`config.mk`:
```
export PLATFORM = sky130hd
export DESIGN_NAME = wb_arbiter
export DESIGN_NICKNAME = d
export VERILOG_FILES = /design/src/rtl/wb_arbiter.sv
export SDC_FILE = /design/constraint.sdc
export NUM_CORES = 1
export LEC_CHECK = 0
export CORE_AREA = 2 2 216 218
export CTS_BUF_LIST = sky130_fd_sc_hd__clkbuf_4 sky130_fd_sc_hd__clkbuf_8
export DETAILED_ROUTE_END_ITERATION = 8
export DIE_AREA = 0 0 218 220
export GPL_ROUTABILITY_DRIVEN = 0
export PLACE_DENSITY_LB_ADDON = 0.2
export SLEW_MARGIN = 15
export SYNTH_ARGS = -nofsm -noshare
export SYNTH_HDL_FRONTEND = slang
export SYNTH_SLANG_ARGS = --single-unit
```
`constraint.sdc`:
```
create_clock -name clk -period 4.4 [get_ports clk]
set_input_delay 0.66 -clock clk [delete_from_list [all_inputs] [get_ports clk]]
set_output_delay 0.66 -clock clk [all_outputs]
set_load 0.005 [all_outputs]
```
`src/rtl/wb_arbiter.sv`:
```
// wb_arbiter: writeback arbiter merging ALU results and FIFO-buffered load results into one register-file write port
// Ports: clk/reset_n (async active-low); alu_valid/alu_ready/alu_rd/alu_data/alu_sp ALU result channel;
//   ld_valid/ld_ready/ld_rd/ld_data/ld_sp load result channel; RegWrite/Write_register/Write_d registered
//   write port; pending = destinations not yet in the register file; fifo_count = load FIFO occupancy.
// Optional: define WB_BYPASS_EN to let a load skip an empty FIFO straight into the output register.
module wb_arbiter #(
    parameter int LD_DEPTH = 4,
    parameter int MAX_WAIT = 3
) (
    input  logic                      clk,
    input  logic                      reset_n,
    input  logic                      alu_valid,
    output logic                      alu_ready,
    input  logic [4:0]                alu_rd,
    input  logic [63:0]               alu_data,
    input  logic                      alu_sp,
    input  logic                      ld_valid,
    output logic                      ld_ready,
    input  logic [4:0]                ld_rd,
    input  logic [63:0]               ld_data,
    input  logic                      ld_sp,
    output logic                      RegWrite,
    output logic [4:0]                Write_register,
    output logic [63:0]               Write_d,
    output logic [31:0]               pending,
    output logic [$clog2(LD_DEPTH):0] fifo_count
);
    localparam int AW = $clog2(LD_DEPTH);
    localparam int WW = $clog2(MAX_WAIT + 1);
    localparam logic [AW:0]   DEPTH = (AW + 1)'(LD_DEPTH);
    localparam logic [WW-1:0] WMAX  = WW'(MAX_WAIT);

    logic [4:0]          q_rd   [LD_DEPTH];
    logic [63:0]         q_data [LD_DEPTH];
    // Set only for live entries that really write (not XZR); doubles as the pending source.
    logic [LD_DEPTH-1:0] q_eff;
    logic [AW-1:0]       wr_ptr, rd_ptr;
    logic [WW-1:0]       wait_cnt;
    logic                empty, alu_fire, ld_fire, pop, push, byp, sel, sel_eff, ld_eff, alu_eff;
    logic [4:0]          sel_rd;
    logic [63:0]         sel_data;

    assign empty     = fifo_count == '0;
    assign ld_ready  = fifo_count < DEPTH;
    assign alu_ready = !(!empty && wait_cnt == WMAX);
    assign alu_fire  = alu_valid & alu_ready;
    assign ld_fire   = ld_valid & ld_ready;
    assign pop       = !alu_fire & !empty;
`ifdef WB_BYPASS_EN
    assign byp       = empty & !alu_fire & ld_fire;
`else
    assign byp       = 1'b0;
`endif
    assign push      = ld_fire & !byp;
    assign sel       = alu_fire | pop | byp;
    assign alu_eff   = !(alu_rd == 5'd31 && !alu_sp);
    assign ld_eff    = !(ld_rd == 5'd31 && !ld_sp);

    always_comb begin
        sel_rd   = alu_fire ? alu_rd   : pop ? q_rd[rd_ptr]   : ld_rd;
        sel_data = alu_fire ? alu_data : pop ? q_data[rd_ptr] : ld_data;
        sel_eff  = alu_fire ? alu_eff  : pop ? q_eff[rd_ptr]  : ld_eff;
    end

    always_comb begin
        pending = '0;
        for (int i = 0; i < LD_DEPTH; i++)
            if (q_eff[i]) pending[q_rd[i]] = 1'b1;
        // The register file captures Write_register only at the next edge.
        if (RegWrite) pending[Write_register] = 1'b1;
    end

    always_ff @(posedge clk) begin
        if (push) begin
            q_rd[wr_ptr]   <= ld_rd;
            q_data[wr_ptr] <= ld_data;
        end
    end

    always_ff @(posedge clk or negedge reset_n) begin
        if (!reset_n) begin
            wr_ptr         <= '0;
            rd_ptr         <= '0;
            fifo_count     <= '0;
            wait_cnt       <= '0;
            q_eff          <= '0;
            RegWrite       <= 1'b0;
            Write_register <= '0;
            Write_d        <= '0;
        end else begin
            if (push) begin
                wr_ptr        <= wr_ptr + 1'b1;
                q_eff[wr_ptr] <= ld_eff;
            end
            if (pop) begin
                rd_ptr        <= rd_ptr + 1'b1;
                q_eff[rd_ptr] <= 1'b0;
            end
            fifo_count <= fifo_count + (AW + 1)'(push) - (AW + 1)'(pop);
            // Counts only cycles where a waiting head loses to the ALU.
            wait_cnt   <= (empty | pop) ? '0 : wait_cnt + 1'b1;
            RegWrite   <= sel & sel_eff;
            if (sel) begin
                Write_register <= sel_rd;
                Write_d        <= sel_data;
            end
        end
    end
endmodule

```
* Word level (Yosys, flattened, before mapping) *
Memories as Yosys holds them, arrays and structs flattened.
Cells that the tools add are included.

word-level totals
  bits in registers = 83
  RAM bits = 276
  input port bits = 144
  output and inout port bits = 107
  word-level logic and storage cells = 96
  memories = 2

memories
  name    depth  width  read ports  clocked after Yosys merged registers in  write ports  RTL line  text
  q_data  4      64     1           0                                        1            34        logic [63:0] q_data [LD_DEPTH];
  q_rd    4      5      5           0                                        1            33        logic [4:0] q_rd [LD_DEPTH];

cells by class
  add/subtract/negate cells = 5
  order comparisons = 15
  equality and inequality tests = 3
  muxes and demuxes = 33
  bitwise operators = 12
  reduce and logical (&&, ||, !) cells = 18

operators by type and width
  operator               number
  $mux W32               5
  $mux W64               2
  $or A32 B32 Y32        4
  $lt A5 B6 Y1 const B   5
  $demux W1 S5           5
  $ge A5 B1 Y1 const B   5
  $mux W1                12
  $eq A5 B5 Y1 const B   2
  $logic_and A1 B1 Y1    10
  $mux W5                2
  $mux W4                2
  $logic_not A1 Y1       7
  $add A2 B1 Y2 const B  3
  $lt A2 B3 Y1 const B   2
  $and A1 B1 Y1          4
  $and A4 B4 Y4          1
  $bwmux W4              1
  $demux W1 S2           2
  $ge A2 B1 Y1 const B   2
  $not A4 Y4             1
  $add A3 B1 Y3          1
  $logic_not A3 Y1       1
  $lt A3 B3 Y1 const B   1
  $sub A3 B1 Y3          1
  4 further kinds        5

* Longest topological paths before layout *
Gate-level depths: netlist (run 1).
An unclocked memory read counts as a cell.

  depth in word-level cells = 14
  depth in mapped cells = 10
  depth with buffers taken out = 10

* Least setup slack after synthesis (run 1) *
No wires, ideal clock.

  path kind = in2reg
  start point = input ld_valid
  end point = register q_eff[2]
  setup time = 0.254 ns
  data arrival time = 2.978 ns
  required time = 4.146 ns
  path slack = 1.168 ns
  cell stages on the path = 4
  buffers on the path = 1
  cells stage by stage = nor2b_1 -> clkbuf_1 -> and2_1 -> a221oi_1

on the way
  cells in the longest elaborated chain, start to end = 4

RTL lines
  element                         RTL line  text
  start: declaration              17        input logic ld_valid,
  $and A1 B1 Y1 *                 47        assign ld_fire = ld_valid & ld_ready;
  $mux W4 *                       91        if (push) begin
  $and A4 B4 Y4 (no line)         -
  $mux W4 *                       95        if (pop) begin
  end signal: indexed assignment  93        q_eff[wr_ptr] <= ld_eff;
  end: declaration                36        logic [LD_DEPTH-1:0] q_eff;

Every way passes the cells marked *; elsewhere a longest branch is shown, timed or not.
A chain may end at the register's enable or synchronous reset.

==> results.yml, run 1 <==
outcome:
  outcome: "complete, no violations"
hold_path:
  hold_path.class: "input pin to asynchronous set/reset pin"
synthesis:
  netlist_top_cells_count: "edfxtp_1, a211oi_1, dfrtp_1, inv_1, nor3_1"
  synth_top_cell_by_area: "edfxtp_1"
  synth_most_common_cell: "edfxtp_1"
  synth.top_cell.area_share_pct: 52.6
  netlist_area_sq_mm: 0.0158
  syn-num-nets: 1209
  synthCells: 1053
  ys_types: 48
  ys_seq_elements: 359
  synth_area_leaders: "edfxtp_1, dfrtp_1, mux4_2"
  yosys_warnings: 0
  synthFlopType: "edfxtp_1"
  syn_avg_cell_area_sq_um: 15.0
  async_reset_ff_share_pct: 23.1
  yosysSeqAreaShare_pct: 65.8
  synth_edf_count: 276
clock_tree:
  cts_made_buffers: 59
  ctsLongestPathBuffers: 3
  cts.clk_slew.worst_paths_ns: 0.06
  htree_levels: 2
  post_cts_resized: 0
  ctsHoldBuffers: 0
  clock-sinks: 359
  cts-root-buf: "clkbuf_8"
  clock_latency_ns: 0.65
  cts_tree: "built"
  post-cts-setup-buffers: 0
route:
  antenna_left: 0
  first_pass_iters: 5
  via_per_inst: 5.38
  num_vias: 10500
  drt_iter0_drc: 1052
  drc: 0
  wl_mm: 44.1
  wl_per_cell_microns: 22.5
setup_path:
  worstPathArrival_ns: 2.94
  cp_slowest_cell: "nor4bb_1"
  path_max_fanout: 9
  path_cells: "nor4bb_1 > a22oi_1 > nand3_1 > clkdlybuf4s50_1"
  critPathKind: "flip-flop to output pin"
  crit_buf_inv: 1
  cpPeakStageDelay_ns: 0.83
  cp-start-kind: "flip-flop"
  end_kind: "output pin"
  cp.required_ns: 3.74
  cp_top_family: "simple AND/OR/NAND/NOR gates"
place:
  dp_hpwl_mm: 28.0
  post-place-ws_ns: 1.09
  post_dp_cell_area_sq_mm: 0.0189
  io_buffers: 250
sta:
  tns_ns: 0
  period_minus_slack_ns: 3.60
  rsz0062_at_grt: "no"
  worst_pin_slew_ns: 1.02
  max_freq_mhz: 278
  clock_skew_ns: 0.0428
  slew_headroom_pct: 32.0
  setup_slack_ns: 0.798
  setup_violations: 0
  drv_slew: 0
  fin_hold_ws_ns: 0.0704
  period_share_pct: 81.9
  finalHoldViolCount: 0
floorplan:
  die_h_microns: 220
  chipWidth_microns: 218
  num_io_pins: 251
  num_rows: 79
  start_util_pct: 34.3
  coreArea_sq_mm: 0.0459
  die_area_sq_mm: 0.0480
grt:
  grt_first_pass_wirelength_mm: 66.0
  grt_max_degree: 77
  antenna_found_initial: 7
  grt_overflow: 0
  grtUsageTotal_pct: 18.4
  grt_pass1_vias: 10700
layout:
  drive_gt1_share_pct: 15.2
  area_growth_pct: 27.8
  post-route-cell-area_sq_mm: 0.0201
  final_nets: 1457
pwr:
  vdd_drop_max_uv: 294
  leakage_nw: 6.89
  pwr_density_cell_mw_per_mm2: 574
flow_run:
  drv_cap: 0
-- area by class of cell --
type                       count  area, sq um
tap                          607          759
fill                        4204        25700
multi-input combinational    538         4770
inverter                      79          297
antenna                        3         7.51
timing repair buffer         264         2680
clock inverter                13         53.8
clock buffer                  98         1200
sequential                   359        10400
-- worst paths after layout --
kind / from / cells past startpoint / slack (ns) / to
setup / recovery: q_rd[2][4]$_DFFE_PP_ / 4 / 0.80 / pending[6]
hold / removal: reset_n / 1 / 0.07 / Write_d[38]$_DFFE_PN0P_
setup reg to reg: fifo_count[2]$_DFF_PN0_ / 3 / 1.77 / q_data[2][17]$_DFFE_PP_
hold reg to reg: wait_cnt[0]$_DFF_PN0_ / 1 / 0.45 / wait_cnt[0]$_DFF_PN0_
max in group asynchronous: reset_n / 2 / 3.27 / Write_d[18]$_DFFE_PN0P_
min in group clk: wait_cnt[0]$_DFF_PN0_ / 1 / 0.45 / wait_cnt[0]$_DFF_PN0_
-- stage by stage --
stage | util [%] | power (mW) | std cells
floorplan | - | 6.95 | 1053
global placement | 41.1 | 8.63 | 1847
detailed placement | 41.1 | 8.67 | 1847
CTS | 43.9 | 11.7 | 1958
global route | 43.9 | 12.2 | 1958
finish | 43.9 | 11.6 | 1961
-- report_power, final --
group          total, mW  leakage, nW  switching (mW)  internal (mW)
Sequential          5.10         3.45           0.701           4.40
Clock               3.04        0.675            1.33           1.72
Combinational       3.43         2.76            1.56           1.87
Total               11.6         6.89            3.59           7.98
-- logic make-up after synthesis --
logic type                 synth area share, %
muxes                                     10.0
DFF                                       65.8
and+or+nand+nor                           9.19
adders and majority gates                 1.00
buffers and inverters                     4.12
xor gates and xnor gates                 0.222
AOI/OAI and AO/OA                         9.65
-- cell usage in the layout (no fill, tap or decap), drive strengths merged, types with 15 or more instances in the layout --
cell type / n
a211oi: 138
nand2: 23
inv: 79
edfxtp: 276
nor3: 73
clkdlybuf4s50: 248
nand4b: 15
a22oi: 20
nor2b: 16
o22ai: 21
clkbuf: 98
mux4: 70
buf: 16
dfrtp: 83
nor2: 26
-- routing by layer --
layer | routed length (microns) | track usage (%)
met1 | 19000 | 25.2
met2 | 20600 | 28.7
met3 | 3510 | 4.73
met4 | 1000 | 5.69
met5 | 69 | 0
-- worst reg2reg max path: stages (launching register included) --
cell and delay [ns]:
dfrtp_1 0.49, nor2b_1 0.68, and2_4 0.71, buf_12 0.38
-- sequential cells by signal, indices dropped and copies added, names as in the netlist --
| name | flops |
|---|---|
| q_rd | 20 |
| fifo_count | 3 |
| q_data | 256 |
| Write_register | 5 |
| RegWrite | 1 |
| q_eff | 4 |
| Write_d | 64 |
| rd_ptr | 2 |
| wait_cnt | 2 |
| wr_ptr | 2 |
Power figures use the tool's default switching activity.
==> inputs of run 2 (changes only) <==
==> constraint.sdc (replaced) <==
create_clock -name clk -period 3 [get_ports clk]
set_input_delay 0.45 -clock clk [delete_from_list [all_inputs] [get_ports clk]]
set_output_delay 0.45 -clock clk [all_outputs]
set_load 0.005 [all_outputs]
==> run 2 against run 1 <==
Net effect: final area up 3.9%; global-route usage is 0.23 points lower; register-to-register slack worse by 1.4 ns; first-iteration DRC count is 14% lower; sequential power grew 43%; die area is the same; critical endpoint is now pending[25]; largest cell class unchanged; largest power group unchanged.
==> results.yml, run 2 (synthesis gave the netlist of run 1 again) <==
outcome:
  outcome: "complete, no violations"
pwr:
  combPwrFrac_pct: 32.0
  p_clk_share_pct: 25.6
  leakage_nw: 7.43
  p_sw_share_pct: 31.1
  vdd_drop_max_uv: 372
  internal-power_mw: 11.9
  pwr-share-seq_pct: 42.3
  pwr_density_cell_mw_per_mm2: 824
  p_sw_mw: 5.35
setup_path:
  critPathKind: "flip-flop to output pin"
  path_max_fanout: 9
  cp-start-kind: "flip-flop"
  r2r_start: "wait_cnt[0]$_DFF_PN0_"
  worstPathArrival_ns: 2.50
  end_kind: "output pin"
  reg2reg_to: "fifo_count[2]$_DFF_PN0_"
  worstRegToRegCells: 10
  ff2ff_setup_slack_ns: 0.41
  cp.required_ns: 2.55
clock_tree:
  cts.clk_slew.worst_paths_ns: 0.06
  cts-root-buf: "clkbuf_8"
  clock_latency_ns: 0.65
  htree_levels: 2
  clock-sinks: 359
  ctsLongestPathBuffers: 3
  cts_made_buffers: 57
  cts_tree: "built"
sta:
  worst_pin_slew_ns: 0.996
  tns_ns: 0
  clock_skew_ns: 0.0370
  slew_headroom_pct: 33.6
  setup_violations: 0
  finalHoldViolCount: 0
  rsz0062_at_grt: "yes"
  drv_slew: 0
  period_share_pct: 98.5
  max_freq_mhz: 339
  fin_hold_ws_ns: 0.301
  setup_slack_ns: 0.0460
  period_minus_slack_ns: 2.95
grt:
  antenna_found_initial: 7
  grt_pass1_vias: 10700
  grt_overflow: 0
  grt_max_degree: 141
  grt_first_pass_wirelength_mm: 65.5
  grtUsageTotal_pct: 18.2
floorplan:
  die_area_sq_mm: 0.0480
  coreArea_sq_mm: 0.0459
  start_util_pct: 34.3
  num_rows: 79
  die_h_microns: 220
  num_io_pins: 251
  chipWidth_microns: 218
route:
  first_pass_iters: 5
  via_per_inst: 5.31
  wl_mm: 44.3
  antenna_left: 0
  num_vias: 10700
  wl_per_cell_microns: 21.9
  drc: 0
  drt_iter0_drc: 900
place:
  io_buffers: 250
  post-place-ws_ns: 0.377
  post_dp_cell_area_sq_mm: 0.0191
  dp_hpwl_mm: 28.3
hold_path:
  min_from: "alu_valid"
  hold_depth: 3
  hold_path.class: "input pin to flip-flop"
  hold_path_end: "wait_cnt[1]$_DFF_PN0_"
layout:
  post-route-cell-area_sq_mm: 0.0209
  final_nets: 1524
  utilization_pct: 45.6
  area_growth_pct: 32.8
  largest_register_ffs: 256
  final_common_cell: "edfxtp_1"
  drive_gt1_share_pct: 21.1
  top_register: "q_data"
  layout_common_cells: "edfxtp_1, clkdlybuf4s50_1, a211oi_1, inv_1, dfrtp_1"
  reg_top3: "q_data (256), Write_d (64), q_rd (20)"
flow_run:
  drv_cap: 0
## run 2: changes by cell type in the layout (fill, tap and decap cells not counted), sizes merged, moves of 2 or more
cell / delta
inv: +2
buf: +67
clkdlybuf4s50: -10
clkinv: +5
dlymetal6s2s: +6
dlygate4sd2: +4
diode: -2
bufinv: +3
clkbuf: -14
## run 2: metrics by stage
| step | total power [mW] | cells |
|---|---|---|
| final | 17.2 | 2024 |
| after detailed placement | 12.8 | 1868 |
| after global routing | 18.2 | 2023 |
| after floorplan | 10.2 | 1053 |
| after global placement | 12.8 | 1868 |
| after CTS | 17.4 | 1998 |
## run 2: layer usage
metal  GRT usage (%)  up-vias  share of wire (%)
met3            4.47       94                6.4
li1                -     4843                  -
met4            6.60       12                3.0
met2            29.1      376                 48
met1            24.0     5421                 43
met5               0        -               0.19
## run 2: worst max-delay path: stages, from the launching register on
cell             delay, ns
edfxtp_1              0.53
nand4b_1              0.36
o22ai_1               0.33
or3_1                 0.17
clkdlybuf4s50_1       0.49
## run 2: what timing repair did
item                                   in CTS  in global routing
setup buffers                              22                 25
endpoints found under the hold margin      51                  0
pin swaps                                   2                 20
hold buffers                                1                  0
resized for setup                          24                 31
setup endpoints to repair                  24                 26
## run 2: layout make-up
type,instances,area [sq um]
inverters,79,297
flip-flops and latches,359,10400
multi-input cells,538,4960
diodes,1,2.50
repair buffers,333,3290
fillers,4157,24900
well taps,607,759
clock inverters,24,201
clock buffers,83,1020
## run 2: worst max-delay path by stage
stage,slack [ns],to,startpoint,cells past startpoint
floorplan,0.27,q_data[0][0]$_DFFE_PP_,wr_ptr[0]$_DFFE_PN0P_,3
global placement,0.43,fifo_count[2]$_DFF_PN0_,alu_valid,10
detailed placement,0.38,fifo_count[2]$_DFF_PN0_,wait_cnt[0]$_DFF_PN0_,10
CTS,-0.05,pending[18],q_rd[1][0]$_DFFE_PP_,4
global route,-0.09,pending[26],q_rd[0][0]$_DFFE_PP_,5
finish,0.05,pending[25],q_rd[2][2]$_DFFE_PP_,4
## run 2: power groups by stage
stage / Combinational [mW] / Sequential, mW / Clock (mW)
after floorplan: 3.21 / 6.97 / 0
after global placement: 5.41 / 7.36 / 0
after detailed placement: 5.43 / 7.39 / 0
after CTS: 5.53 / 7.31 / 4.55
after global routing: 5.97 / 7.44 / 4.79
final: 5.52 / 7.30 / 4.42
==> inputs of run 3 (changes only) <==
==> constraint.sdc (replaced) <==
create_clock -name clk -period 3.25 [get_ports clk]
set_input_delay 0.4875 -clock clk [delete_from_list [all_inputs] [get_ports clk]]
set_output_delay 0.4875 -clock clk [all_outputs]
set_load 0.005 [all_outputs]
==> run 3 against run 2 <==
Net effect: global-route usage fell by 0.083 points; highest routed layer unchanged; via count fell by 1.4%; critical endpoint is now pending[28]; critical path depth did not move; largest cell class unchanged; clock skew rose by 0.0099 ns.
==> results.yml, run 3 (synthesis gave the netlist of run 1 again) <==
grt:
  grt_overflow: 0
  grt_first_pass_wirelength_mm: 65.6
  antenna_found_initial: 3
  grt_max_degree: 80
  grtUsageTotal_pct: 18.1
  grt_pass1_vias: 10800
clock_tree:
  clock-sinks: 359
  cts.clk_slew.worst_paths_ns: 0.06
  ctsLongestPathBuffers: 3
  htree_levels: 2
  cts_tree: "built"
  clock_latency_ns: 0.64
  post-cts-setup-buffers: 0
  cts-root-buf: "clkbuf_8"
  cts_made_buffers: 58
place:
  dp_hpwl_mm: 28.4
  io_buffers: 250
pwr:
  vdd_drop_max_uv: 378
  total_power_mw: 15.8
  pwr_density_cell_mw_per_mm2: 772
  leakage_nw: 6.98
sta:
  finalHoldViolCount: 0
  setup_violations: 0
  slew_headroom_pct: 32.4
  rsz0062_at_grt: "no"
  worst_pin_slew_ns: 1.01
  drv_slew: 0
  clock_skew_ns: 0.0469
  max_freq_mhz: 319
  period_minus_slack_ns: 3.13
  period_share_pct: 96.3
route:
  antenna_left: 0
  num_vias: 10600
  first_pass_iters: 5
  drt_iter0_drc: 715
  wl_per_cell_microns: 22.2
  wl_mm: 43.7
  drc: 0
  via_per_inst: 5.38
setup_path:
  worstPathArrival_ns: 2.64
  ff2ff_setup_slack_ns: 0.85
  path_max_fanout: 9
  end_kind: "output pin"
  cp-start-kind: "flip-flop"
  critPathKind: "flip-flop to output pin"
  cp.required_ns: 2.76
floorplan:
  num_io_pins: 251
  num_rows: 79
  coreArea_sq_mm: 0.0459
  start_util_pct: 34.3
  die_h_microns: 220
  die_area_sq_mm: 0.0480
  chipWidth_microns: 218
layout:
  drive_gt1_share_pct: 17.4
  reg_top3: "q_data (256), Write_d (64), q_rd (20)"
  utilization_pct: 44.5
  layout_common_cells: "edfxtp_1, clkdlybuf4s50_1, a211oi_1, dfrtp_1, inv_1"
  final_common_cell: "edfxtp_1"
  final_nets: 1468
  diodes: 0
  largest_register_ffs: 256
  fillCellCount: 4118
  top_register: "q_data"
  area_growth_pct: 29.6
outcome:
  outcome: "complete, no violations"
hold_path:
  hold_path.class: "input pin to flip-flop"
flow_run:
  drv_cap: 0
## run 3: what timing repair did
action	CTS	global route
endpoints found under the setup margin	9	23
pin swaps	0	0
hold buffers	1	0
gates resized for setup	4	18
hold endpoints to repair	44	0
## run 3: worst paths after layout
path                                           end                     from  depth (start not counted)
hold reg to reg              wait_cnt[0]$_DFF_PN0_    wait_cnt[0]$_DFF_PN0_                          1
min in group asynchronous  Write_d[40]$_DFFE_PN0P_                  reset_n                          2
hold / removal               wait_cnt[1]$_DFF_PN0_                alu_valid                          3
setup reg to reg           fifo_count[2]$_DFF_PN0_  fifo_count[1]$_DFF_PN0_                          9
setup / recovery                       pending[28]     q_rd[3][3]$_DFFE_PP_                          4
max in group asynchronous   Write_d[1]$_DFFE_PN0P_                  reset_n                          3
## run 3: layer usage
metal | GRT usage, % | routed length (microns) | share of wire [%] | vias up
met5 | 0 | 37 | 0.085 | -
li1 | - | - | - | 4731
met3 | 4.69 | 2920 | 6.7 | 89
met1 | 23.9 | 18700 | 43 | 5382
met4 | 5.94 | 1140 | 2.6 | 6
met2 | 29.1 | 20900 | 48 | 387
## run 3: worst max-delay path: stages (launching register included)
cell and delay (ns):
edfxtp_1 0.52, nand4_1 0.29, o32ai_1 0.20, or4_1 0.54, clkdlybuf4s50_1 0.47
## run 3: area by class of cell
| type | instances | area [sq um] | area share (%) |
|---|---|---|---|
| Tap cell | 607 | 759 | 3.72 |
| Timing Repair Buffer | 276 | 2830 | 13.9 |
| Clock inverter | 16 | 140 | 0.686 |
| Sequential cell | 359 | 10400 | 50.8 |
| Inverter | 79 | 297 | 1.45 |
| Clock buffer | 93 | 1120 | 5.47 |
| Multi-Input combinational cell | 538 | 4900 | 24.0 |
## run 3: through the flow
step | cell area [sq um] | hold slack [ns] | TNS [ns] | setup WS, ns | std cells
floorplan | 15800 | 0.192 | 0 | 0.191 | 1053
global placement | 19000 | 0.430 | 0 | 0.555 | 1858
detailed placement | 19000 | 0.445 | 0 | 0.623 | 1858
CTS | 20300 | 0.296 | -0.0000613 | -0.0000613 | 1968
global route | 20400 | 0.318 | 0 | 0.00585 | 1968
finish | 20400 | 0.346 | 0 | 0.120 | 1968
## run 3: power breakdown
group | total [mW] | leakage (nW) | switching, mW | internal (mW)
registers | 6.78 | 3.45 | 0.823 | 5.95
logic | 4.88 | 2.86 | 2.26 | 2.61
clock network | 4.11 | 0.671 | 1.77 | 2.34
